===== config.mk =====
export PLATFORM = sky130hd
export DESIGN_NAME = mem_port_arbiter_flat
export DESIGN_NICKNAME = d
export VERILOG_FILES = /design/src/rtl/mem_port_arbiter_if.sv /design/src/rtl/mem_port_arbiter.sv /design/src/flat_wrapper.sv
export SDC_FILE = /design/constraint.sdc
export NUM_CORES = 1
export LEC_CHECK = 0
export BUFFER_PORTS_ARGS = -buffer_cell sky130_fd_sc_hd__buf_2
export CORE_MARGIN = 2
export CORE_UTILIZATION = 43
export DETAILED_ROUTE_END_ITERATION = 10
export GPL_ROUTABILITY_DRIVEN = 0
export PLACE_DENSITY = 0.75
export SLEW_MARGIN = 10
export SYNTH_ARGS = -nofsm -noshare
export SYNTH_HDL_FRONTEND = slang
export SYNTH_SLANG_ARGS = --single-unit

===== constraint.sdc =====
create_clock -name clk -period 1.9 [get_ports clk]
set_input_delay 0.095 -clock clk [delete_from_list [all_inputs] [get_ports clk]]
set_output_delay 0.095 -clock clk [all_outputs]
set_load 0.005 [all_outputs]

===== src/rtl/mem_port_arbiter_if.sv =====
// Pipeline-facing and bus-facing signals of the IF/MEM memory port arbiter.
// slave is the arbiter's own view; master is the pipeline plus memory around it.
interface mem_port_arbiter_if;
  logic        flush;
  logic        i_req;
  logic [31:0] i_addr;
  logic        i_gnt;
  logic        i_rvalid;
  logic [31:0] i_rdata;
  logic        d_req;
  logic        d_we;
  logic [31:0] d_addr;
  logic [1:0]  d_size;
  logic        d_unsigned;
  logic [31:0] d_wdata;
  logic        d_gnt;
  logic        d_rvalid;
  logic [31:0] d_rdata;
  logic        d_err;
  logic [3:0]  d_err_cause;
  logic        bus_req;
  logic        bus_we;
  logic [31:0] bus_addr;
  logic [3:0]  bus_be;
  logic [31:0] bus_wdata;
  logic        bus_gnt;
  logic        bus_rvalid;
  logic [31:0] bus_rdata;

  modport slave (
    input  flush, i_req, i_addr, d_req, d_we, d_addr, d_size, d_unsigned, d_wdata,
           bus_gnt, bus_rvalid, bus_rdata,
    output i_gnt, i_rvalid, i_rdata, d_gnt, d_rvalid, d_rdata, d_err, d_err_cause,
           bus_req, bus_we, bus_addr, bus_be, bus_wdata
  );

  modport master (
    output flush, i_req, i_addr, d_req, d_we, d_addr, d_size, d_unsigned, d_wdata,
           bus_gnt, bus_rvalid, bus_rdata,
    input  i_gnt, i_rvalid, i_rdata, d_gnt, d_rvalid, d_rdata, d_err, d_err_cause,
           bus_req, bus_we, bus_addr, bus_be, bus_wdata
  );
endinterface


===== src/rtl/mem_port_arbiter.sv =====
// Shares one single-ported memory bus between instruction fetch and load/store,
// data first, with a bounded streak guard so fetch cannot starve.
module mem_port_arbiter #(
  parameter int MAX_D_STREAK = 4
) (
  input logic clk,
  input logic rst,
  mem_port_arbiter_if.slave port
);
  localparam int SW = $clog2(MAX_D_STREAK + 1);
  localparam logic [SW-1:0] STREAK_MAX = SW'(MAX_D_STREAK);
  localparam logic [3:0] CAUSE_LOAD_MISALIGNED  = 4'd4;
  localparam logic [3:0] CAUSE_STORE_MISALIGNED = 4'd6;

  typedef enum logic [1:0] {IDLE, REQ, RSP} state_e;
  typedef enum logic [1:0] {OWN_NONE, OWN_I, OWN_D} owner_e;

  state_e       state;
  owner_e       owner;
  logic [SW-1:0] streak;
  logic         kill;
  logic         lat_we;
  logic [1:0]   lat_off;
  logic [1:0]   lat_size;
  logic         lat_unsigned;

  logic         bus_req_q;
  logic         bus_we_q;
  logic [31:0]  bus_addr_q;
  logic [3:0]   bus_be_q;
  logic [31:0]  bus_wdata_q;
  logic         i_rvalid_q;
  logic [31:0]  i_rdata_q;
  logic         d_rvalid_q;
  logic [31:0]  d_rdata_q;
  logic         d_err_q;
  logic [3:0]   d_err_cause_q;

  logic         d_misaligned;
  logic         force_i;
  logic         pick_d;
  logic         pick_i;
  logic [3:0]   d_be;
  logic [31:0]  d_wdata_rep;
  logic [31:0]  load_shift;
  logic [31:0]  load_ext;
  logic         unused_addr_bits;

  assign unused_addr_bits = ^port.i_addr[1:0];

  assign d_misaligned = ((port.d_size == 2'b01) && port.d_addr[0]) ||
                        (port.d_size[1] && (port.d_addr[1:0] != 2'b00));

  // Fetch jumps the queue only once data has won MAX_D_STREAK times in a row.
  assign force_i = port.i_req && !port.flush && (streak == STREAK_MAX);
  assign pick_d  = !rst && (state == IDLE) && port.d_req && !force_i;
  assign pick_i  = !rst && (state == IDLE) && port.i_req && !port.flush &&
                   (!port.d_req || force_i);

  assign port.d_gnt = pick_d;
  assign port.i_gnt = pick_i;

  always_comb begin
    d_be        = 4'b1111;
    d_wdata_rep = port.d_wdata;
    case (port.d_size)
      2'b00: begin
        d_be        = 4'b0001 << port.d_addr[1:0];
        d_wdata_rep = {4{port.d_wdata[7:0]}};
      end
      2'b01: begin
        d_be        = 4'b0011 << port.d_addr[1:0];
        d_wdata_rep = {2{port.d_wdata[15:0]}};
      end
      default: ;
    endcase
  end

  assign load_shift = port.bus_rdata >> {lat_off, 3'b000};

  always_comb begin
    load_ext = load_shift;
    case (lat_size)
      2'b00: load_ext = {{24{!lat_unsigned && load_shift[7]}}, load_shift[7:0]};
      2'b01: load_ext = {{16{!lat_unsigned && load_shift[15]}}, load_shift[15:0]};
      default: ;
    endcase
  end

  always_ff @(posedge clk) begin
    if (rst) begin
      state         <= IDLE;
      owner         <= OWN_NONE;
      streak        <= '0;
      kill          <= 1'b0;
      lat_we        <= 1'b0;
      lat_off       <= 2'b00;
      lat_size      <= 2'b00;
      lat_unsigned  <= 1'b0;
      bus_req_q     <= 1'b0;
      bus_we_q      <= 1'b0;
      bus_addr_q    <= '0;
      bus_be_q      <= '0;
      bus_wdata_q   <= '0;
      i_rvalid_q    <= 1'b0;
      i_rdata_q     <= '0;
      d_rvalid_q    <= 1'b0;
      d_rdata_q     <= '0;
      d_err_q       <= 1'b0;
      d_err_cause_q <= '0;
    end else begin
      i_rvalid_q    <= 1'b0;
      d_rvalid_q    <= 1'b0;
      d_err_q       <= 1'b0;
      d_err_cause_q <= '0;

      if (!port.i_req || pick_i) begin
        streak <= '0;
      end else if (pick_d && (streak != STREAK_MAX)) begin
        streak <= streak + 1'b1;
      end

      case (state)
        IDLE: begin
          kill <= 1'b0;
          if (pick_d) begin
            lat_we       <= port.d_we;
            lat_off      <= port.d_addr[1:0];
            lat_size     <= port.d_size;
            lat_unsigned <= port.d_unsigned;
            // Misaligned accesses never reach the bus; they are answered directly.
            if (d_misaligned) begin
              d_rvalid_q    <= 1'b1;
              d_err_q       <= 1'b1;
              d_err_cause_q <= port.d_we ? CAUSE_STORE_MISALIGNED : CAUSE_LOAD_MISALIGNED;
              d_rdata_q     <= '0;
            end else begin
              owner       <= OWN_D;
              bus_req_q   <= 1'b1;
              bus_we_q    <= port.d_we;
              bus_addr_q  <= {port.d_addr[31:2], 2'b00};
              bus_be_q    <= d_be;
              bus_wdata_q <= d_wdata_rep;
              state       <= REQ;
            end
          end else if (pick_i) begin
            owner       <= OWN_I;
            bus_req_q   <= 1'b1;
            bus_we_q    <= 1'b0;
            bus_addr_q  <= {port.i_addr[31:2], 2'b00};
            bus_be_q    <= 4'hF;
            bus_wdata_q <= '0;
            state       <= REQ;
          end
        end
        REQ: begin
          if (port.flush && (owner == OWN_I)) kill <= 1'b1;
          if (port.bus_gnt) begin
            bus_req_q <= 1'b0;
            state     <= RSP;
          end
        end
        RSP: begin
          if (port.flush && (owner == OWN_I)) kill <= 1'b1;
          if (port.bus_rvalid) begin
            state <= IDLE;
            owner <= OWN_NONE;
            kill  <= 1'b0;
            if (owner == OWN_D) begin
              d_rvalid_q <= 1'b1;
              d_rdata_q  <= lat_we ? 32'd0 : load_ext;
            end else if ((owner == OWN_I) && !kill && !port.flush) begin
              i_rvalid_q <= 1'b1;
              i_rdata_q  <= port.bus_rdata;
            end
          end
        end
        default: state <= IDLE;
      endcase
    end
  end

  assign port.bus_req     = bus_req_q;
  assign port.bus_we      = bus_we_q;
  assign port.bus_addr    = bus_addr_q;
  assign port.bus_be      = bus_be_q;
  assign port.bus_wdata   = bus_wdata_q;
  assign port.i_rvalid    = i_rvalid_q;
  assign port.i_rdata     = i_rdata_q;
  assign port.d_rvalid    = d_rvalid_q;
  assign port.d_rdata     = d_rdata_q;
  assign port.d_err       = d_err_q;
  assign port.d_err_cause = d_err_cause_q;
endmodule


===== src/flat_wrapper.sv =====
// flat-port wrapper written by rule: the top's interface ports become plain ports
module mem_port_arbiter_flat 
#(
  parameter int MAX_D_STREAK = 4
)
  (clk, rst, port_flush, port_i_req, port_i_addr, port_d_req, port_d_we, port_d_addr, port_d_size, port_d_unsigned, port_d_wdata, port_bus_gnt, port_bus_rvalid, port_bus_rdata, port_i_gnt, port_i_rvalid, port_i_rdata, port_d_gnt, port_d_rvalid, port_d_rdata, port_d_err, port_d_err_cause, port_bus_req, port_bus_we, port_bus_addr, port_bus_be, port_bus_wdata);
  mem_port_arbiter_if port_i ();
  input logic clk;
  input logic rst;
  input wire logic [$bits(port_i.flush)-1:0] port_flush;
  input wire logic [$bits(port_i.i_req)-1:0] port_i_req;
  input wire logic [$bits(port_i.i_addr)-1:0] port_i_addr;
  input wire logic [$bits(port_i.d_req)-1:0] port_d_req;
  input wire logic [$bits(port_i.d_we)-1:0] port_d_we;
  input wire logic [$bits(port_i.d_addr)-1:0] port_d_addr;
  input wire logic [$bits(port_i.d_size)-1:0] port_d_size;
  input wire logic [$bits(port_i.d_unsigned)-1:0] port_d_unsigned;
  input wire logic [$bits(port_i.d_wdata)-1:0] port_d_wdata;
  input wire logic [$bits(port_i.bus_gnt)-1:0] port_bus_gnt;
  input wire logic [$bits(port_i.bus_rvalid)-1:0] port_bus_rvalid;
  input wire logic [$bits(port_i.bus_rdata)-1:0] port_bus_rdata;
  output wire logic [$bits(port_i.i_gnt)-1:0] port_i_gnt;
  output wire logic [$bits(port_i.i_rvalid)-1:0] port_i_rvalid;
  output wire logic [$bits(port_i.i_rdata)-1:0] port_i_rdata;
  output wire logic [$bits(port_i.d_gnt)-1:0] port_d_gnt;
  output wire logic [$bits(port_i.d_rvalid)-1:0] port_d_rvalid;
  output wire logic [$bits(port_i.d_rdata)-1:0] port_d_rdata;
  output wire logic [$bits(port_i.d_err)-1:0] port_d_err;
  output wire logic [$bits(port_i.d_err_cause)-1:0] port_d_err_cause;
  output wire logic [$bits(port_i.bus_req)-1:0] port_bus_req;
  output wire logic [$bits(port_i.bus_we)-1:0] port_bus_we;
  output wire logic [$bits(port_i.bus_addr)-1:0] port_bus_addr;
  output wire logic [$bits(port_i.bus_be)-1:0] port_bus_be;
  output wire logic [$bits(port_i.bus_wdata)-1:0] port_bus_wdata;
  assign port_i.flush = port_flush;
  assign port_i.i_req = port_i_req;
  assign port_i.i_addr = port_i_addr;
  assign port_i.d_req = port_d_req;
  assign port_i.d_we = port_d_we;
  assign port_i.d_addr = port_d_addr;
  assign port_i.d_size = port_d_size;
  assign port_i.d_unsigned = port_d_unsigned;
  assign port_i.d_wdata = port_d_wdata;
  assign port_i.bus_gnt = port_bus_gnt;
  assign port_i.bus_rvalid = port_bus_rvalid;
  assign port_i.bus_rdata = port_bus_rdata;
  assign port_i_gnt = port_i.i_gnt;
  assign port_i_rvalid = port_i.i_rvalid;
  assign port_i_rdata = port_i.i_rdata;
  assign port_d_gnt = port_i.d_gnt;
  assign port_d_rvalid = port_i.d_rvalid;
  assign port_d_rdata = port_i.d_rdata;
  assign port_d_err = port_i.d_err;
  assign port_d_err_cause = port_i.d_err_cause;
  assign port_bus_req = port_i.bus_req;
  assign port_bus_we = port_i.bus_we;
  assign port_bus_addr = port_i.bus_addr;
  assign port_bus_be = port_i.bus_be;
  assign port_bus_wdata = port_i.bus_wdata;
  mem_port_arbiter #(.MAX_D_STREAK(MAX_D_STREAK)) u_core (.clk(clk), .rst(rst), .port(port_i));
endmodule

======== Word-level counts from Yosys, hierarchy flattened ========
Cells that the tools add are included.
storage, ports and cells
  register bits after elaboration ......... 155
  input bits .............................. 139
  output and inout bits ................... 143
  logic and storage cells ................. 135
cells by class
  add/sub/neg operators ................... 1
  equality and inequality tests ........... 16
  shifts and indexed selects .............. 3
  multiplexer cells ....................... 45
  bitwise logic cells ..................... 6
  reductions and logical operators ........ 45
operator list
  kind                  count
  $mux W32              11
  $pmux W32 S2          3
  $shr A32 B5 Y32       1
  $logic_and A1 B1 Y1   16
  $mux W2               8
  $reduce_and A4 Y1     4
  $mux W1               14
  $mux W4               3
  $eq A2 B1 Y1 const B  4
  $pmux W4 S2           1
  $reduce_bool A2 Y1    4
  $reduce_or A4 Y1      2
  $logic_not A1 Y1      7
  $logic_not A2 Y1      3
  $ne A2 B1 Y1 const B  3
  $ne A2 B2 Y1 const B  3
  $ne A3 B3 Y1 const B  2
  $not A1 Y1            6
  $pmux W2 S3           1
  $reduce_and A5 Y1     1
  $eq A2 B2 Y1 const B  2
  $pmux W1 S2           2
  $pmux W2 S2           1
  $reduce_or A2 Y1      2
  10 further kinds      12

======== Depth between registers and ports, before layout ========
  depth after elaboration ................. 8
  mapped depth ............................ 9
  gate-level depth less buffers ........... 7

======== Worst setup path after synthesis ========
Ideal clock, no wire load.
  path kind ............................... reg-to-reg
  from .................................... register u_core.state[0]
  to ...................................... register u_core.d_rdata_q[26] (netlist: u_core.port.d_rdata[26])
  setup time .............................. 0.117 ns
  arrival ................................. 1.829 ns
  data required time ...................... 1.783 ns
  setup slack ............................. -0.046 ns
  cell stages (with the launch flop) ...... 9
  path buffers ............................ 3
  period minus slack after synthesis ...... 1.946 ns
  path through ............................ dfxtp_1 inv_1 ha_1 clkbuf_1 mux2_2 and4_1 buf_2 buf_4 a32o_1
on the way
  cells in the longest elaborated chain, start to end .. 6
  elaborated cells between the ends (all ways) .. 12
  those cells by class .................... eq/ne: 5; mux: 1; reduce/logical: 6
RTL lines
  element                            RTL line                                         source
  from (decl)                        mem_port_arbiter.sv:18                           state_e state;
  from (signal assigned)             mem_port_arbiter.sv:92                           state <= IDLE;
  from (signal assigned)             mem_port_arbiter.sv:144                          state <= REQ;
  from (signal assigned)             mem_port_arbiter.sv:153                          state <= REQ;
  $logic_not A2 Y1                   mem_port_arbiter.sv:56, mem_port_arbiter.sv:123
  $logic_and A1 B1 Y1 (3 in series)  mem_port_arbiter.sv:56                           assign pick_d = !rst && (state == IDLE) && port.d_req && !force_i;
  $ne A2 B1 Y1 (no line)             --
  $reduce_and A5 Y1 (no line)        --
  to (signal assigned)               mem_port_arbiter.sv:171                          d_rdata_q <= lat_we ? 32'd0 : load_ext;
  to (decl)                          mem_port_arbiter.sv:35                           logic [31:0] d_rdata_q;
Parallel ways exist; a longest one is shown, timed or not.
A chain may end at the register's enable or synchronous reset.

======== Final worst setup path ========
  from .................................... register u_core.streak[0]
  to ...................................... register u_core.bus_wdata_q[13] (netlist: u_core.port.bus_wdata[13])
on the way
  cells in the longest elaborated chain, start to end .. 6
  elaborated cells between the ends (all ways) .. 10
  those cells by class .................... eq/ne: 2; mux: 1; reduce/logical: 7
RTL lines
  element                                                              RTL line                                        source
  from (decl)                                                          mem_port_arbiter.sv:20                          logic [SW-1:0] streak;
  from (signal assigned)                                               mem_port_arbiter.sv:120                         streak <= streak + 1'b1;
  $eq A3 B3 Y1 *                                                       mem_port_arbiter.sv:55                          assign force_i = port.i_req && !port.flush && (streak == STREAK_MAX);
  $logic_and A1 B1 Y1 *                                                mem_port_arbiter.sv:55
  $logic_not A1 Y1 / $logic_or A1 B1 Y1 (equally long branches)        mem_port_arbiter.sv:56, mem_port_arbiter.sv:58
  $logic_and A1 B1 Y1 (on tied branches)                               mem_port_arbiter.sv:56, mem_port_arbiter.sv:57
  $ne A2 B2 Y1 (no line) / $reduce_bool A2 Y1 (equally long branches)  --
  $reduce_and A3 Y1 (no line)                                          --
  to (signal assigned)                                                 mem_port_arbiter.sv:143                         bus_wdata_q <= d_wdata_rep;
  to (decl)                                                            mem_port_arbiter.sv:31                          logic [31:0] bus_wdata_q;
Mark *: on every way between the ends. The rest lies on a longest branch, timed or not.

==> flow_metrics.tcl <==
set metrics [dict create \
    worst_slew_pin_slew_ns 0.621 \
    drive_above_1_share_pct 37.6 \
    critPathArrivalTime_ns 2.28 \
    max-vdd-ir-drop_mv 0.793 \
    grt.overflow.total 0 \
    ys.flop_type "dfxtp_1" \
    cp_cell_sequence "inv_2 > ha_4 > and4b_4 > buf_6 > nor4_4 > buf_4 > buf_12 > o311ai_2 > o31ai_2" \
    wl_per_cell_um 19.4 \
    numCtsBuffers 17 \
    slew_headroom_pct 58.6 \
    cp-start-kind "flip-flop" \
    timing.final.crit_share_pct 104 \
    stdcell_area_um2 11100 \
    status "finished with violations" \
    rows 46 \
    synth_compound_area_share_pct 25.0 \
    critPathLaunch "u_core.streak[0]" \
    finalCriticalPeriod_ns 1.97 \
    yosys.area.top_type_share_pct 43.5 \
    grt_pass1_vias 7125 \
    worst-path-max-fanout 33 \
    timing.final.ws_setup_ns -0.0749 \
    power_density_nw_per_um2 978 \
    cts_sinks 151 \
    r2r_start "u_core.streak[0]" \
    port_buffers 275 \
    syn_to_final_growth_pct 60.6 \
    hpwl_um 15200 \
    grt_usage_pct 27.7 \
    antenna_found_initial 2 \
    synth_mux_area_share_pct 10.9 \
    drt-total-wl_um 26500 \
    die_h_um 131 \
    busiest_layer "met2" \
    cp.required_ns 2.20 \
    final_hold_viol_count 0 \
    ys_ff_latch 151 \
    multiInputGateArea_um2 4000 \
    crit_type "reg2reg" \
    ys_top_cells_by_count "dfxtp_1 (151), nand2_1 (136), mux2i_1 (72)" \
    grt_util_met1_pct 34.3 \
    met3_usage_pct 6.05 \
    synth_area_leaders "dfxtp_1 (44%), mux2i_1 (10%), nand2_1 (7.4%)" \
    firstDrtPassIters 5 \
    synth_warnings 0 \
    yosys.cell_count.top_type "dfxtp_1" \
    n_fill_cell 1081 \
    clock_skew_ns 0.00986 \
    htreeDepth 4 \
    drt_iter0_markers 543 \
    synth_seq_area_share_pct 43.5 \
    leakage_nw 4.93 \
    hold_path.class "in2reg" \
    cts_buffer_depth 2 \
    clk_latency_ns 0.43 \
    hp-start "port_d_wdata[20]" \
    violations "negative setup slack" \
    max-cap-violations 0 \
    crit_path_max_incr_delay_ns 0.37 \
    fp.dieW_um 131 \
    grt_pass1_wl_um 37000 \
    synthAdderAreaFrac_pct 1.26 \
    end_kind "flip-flop" \
    syn_inst 753 \
    syn_area_um2 6940 \
    tns_ns -0.562 \
    cts_tree "yes" \
    ys_async_sr_fraction_pct 0 \
    ys_types 58 \
    rsz0062_at_grt "yes" \
    synth_edf_count 0 \
    synth_top_family_by_area "compound AO/OA/AOI/OAI gates" \
    start_util_pct 43.9 \
    ant_nets 0 \
    slew_viol_final 0 \
    seq_area_um2 3030 \
    die_area_um2 17200 \
    cp_slowest_cell "o311ai_2" \
    cts_root_buffer "clkbuf_16" \
    yosysTopAreaCell "dfxtp_1" \
    met2_usage_pct 45.5 \
    timing.fmax_ghz 0.506 \
    setup_violations 26 \
    place_ws_ns -0.125 \
    vias 7680 \
    cts.clk_slew.worst_paths_ns 0.06 \
    grt_start_max_net_pins 49 \
    ioPinCount 282 \
    viasPerCell 5.62 \
    synth-simple-area-share_pct 12.4 \
    critPathTopFamily "buffers and inverters" \
    route.detailed.drc 0 \
    fin_nets 1281 \
    avgSynthCellArea_um2 9.22 \
    dpl_cell_area_um2 8660 \
    synth_xor_area_share_pct 0.126 \
    core_area_um2 15800 \
    crit_buf_inv 4 \
]
worst register-to-register path: cells and delay by family, from the launching register on:
family	cells	cell delay [ns]
compound gates	2	0.54
fa+ha+maj	1	0.13
buf+inv	4	0.56
flops	1	0.33
simple gates	2	0.29
final cells by class:
cell class | instances | share of cell area, %
Clock buffer | 20 | 4.10
Tap cell | 216 | 2.42
Antenna cell | 2 | 0.0449
Multi-Input combinational cell | 513 | 35.9
Inverter | 16 | 0.595
Sequential cell | 151 | 27.1
Clock inverter | 12 | 1.48
Timing Repair Buffer | 436 | 28.3
registers in the layout, summed over array words and instances (netlist names), 2 cells and up:
register	cells
u_core.lat_off	2
u_core.lat_size	2
u_core.owner	2
u_core.port.bus_addr	30
u_core.port.bus_be	4
u_core.port.bus_wdata	32
u_core.port.d_err_cause	2
u_core.port.d_rdata	32
u_core.port.i_rdata	32
u_core.state	2
u_core.streak	3
logic make-up after synthesis:
group | count (synthesis)
other | 1
flip-flops | 151
buffers and inverters | 92
multiplexers | 74
AO/OA/AOI/OAI | 235
AND/OR/NAND/NOR | 192
adder cells (fa/ha/maj) | 7
XOR/XNOR | 1
what timing repair did:
item	4_1_cts	5_1_grt
endpoints found under the hold margin	78	0
resized for setup	52	88
setup endpoints to repair	100	112
gates cloned	2	6
hold buffers	106	0
buffers inserted	6	2
pin swaps	14	9
metrics by stage:
step	util [%]	hold WS (ns)	instances	total power, mW
after global placement	54.7	0.282	1211	6.32
final	70.4	0.0207	1366	10.9
after floorplan	-	0.194	756	5.29
after global routing	70.4	0.0310	1366	11.4
after detailed placement	54.7	0.293	1211	6.34
after CTS	67.4	0.00648	1357	10.3
power by group:
group | leakage, nW | internal, mW | switching [mW]
sequential | 1.23 | 3.46 | 0.203
combinational | 3.41 | 1.65 | 2.01
clock | 0.294 | 2.15 | 1.42
total | 4.93 | 7.27 | 3.64
final timing paths:
path / depth (start not counted) / to / slack, ns
hold / removal: 3 / u_core.port.bus_wdata[20] / 0.02
hold reg to reg: 2 / u_core.port.i_rdata[3] / 0.45
setup reg to reg: 9 / u_core.port.bus_wdata[13] / -0.07
setup / recovery: 9 / u_core.port.bus_wdata[13] / -0.07
cells in the final DEF, fill, tap and decap left out, types with 3 or more instances in the layout:
cell	instances
buf_2	274
dfxtp_1	149
nand2_1	136
dlygate4sd3_1	106
mux2i_1	69
a21oi_1	41
o2bb2ai_1	31
o21ai_0	30
buf_4	30
a32o_1	23
clkbuf_16	21
o311ai_2	15
o21ai_1	13
buf_12	12
inv_1	11
nor2_1	11
nor2b_1	11
o311ai_1	11
o31ai_2	9
a22o_1	9
o311ai_4	8
a211o_1	8
o31ai_4	7
a2bb2oi_1	7
buf_6	7
nand3_1	6
nand2b_1	5
a211oi_1	5
ha_1	5
clkinvlp_4	4
conb_1	4
inv_2	3
nor3_1	3
clkinv_4	3
bufinv_16	3
inv_6	3
buf_16	3
layer usage:
layer	share of wire, %	wire (um)	vias up
li1	-	-	3544
met1	40	10600	3603
met2	47	12600	428
met3	7.6	2020	105
met4	5.0	1330	0
met5	0	0	-
Power figures use the tool's default switching activity.
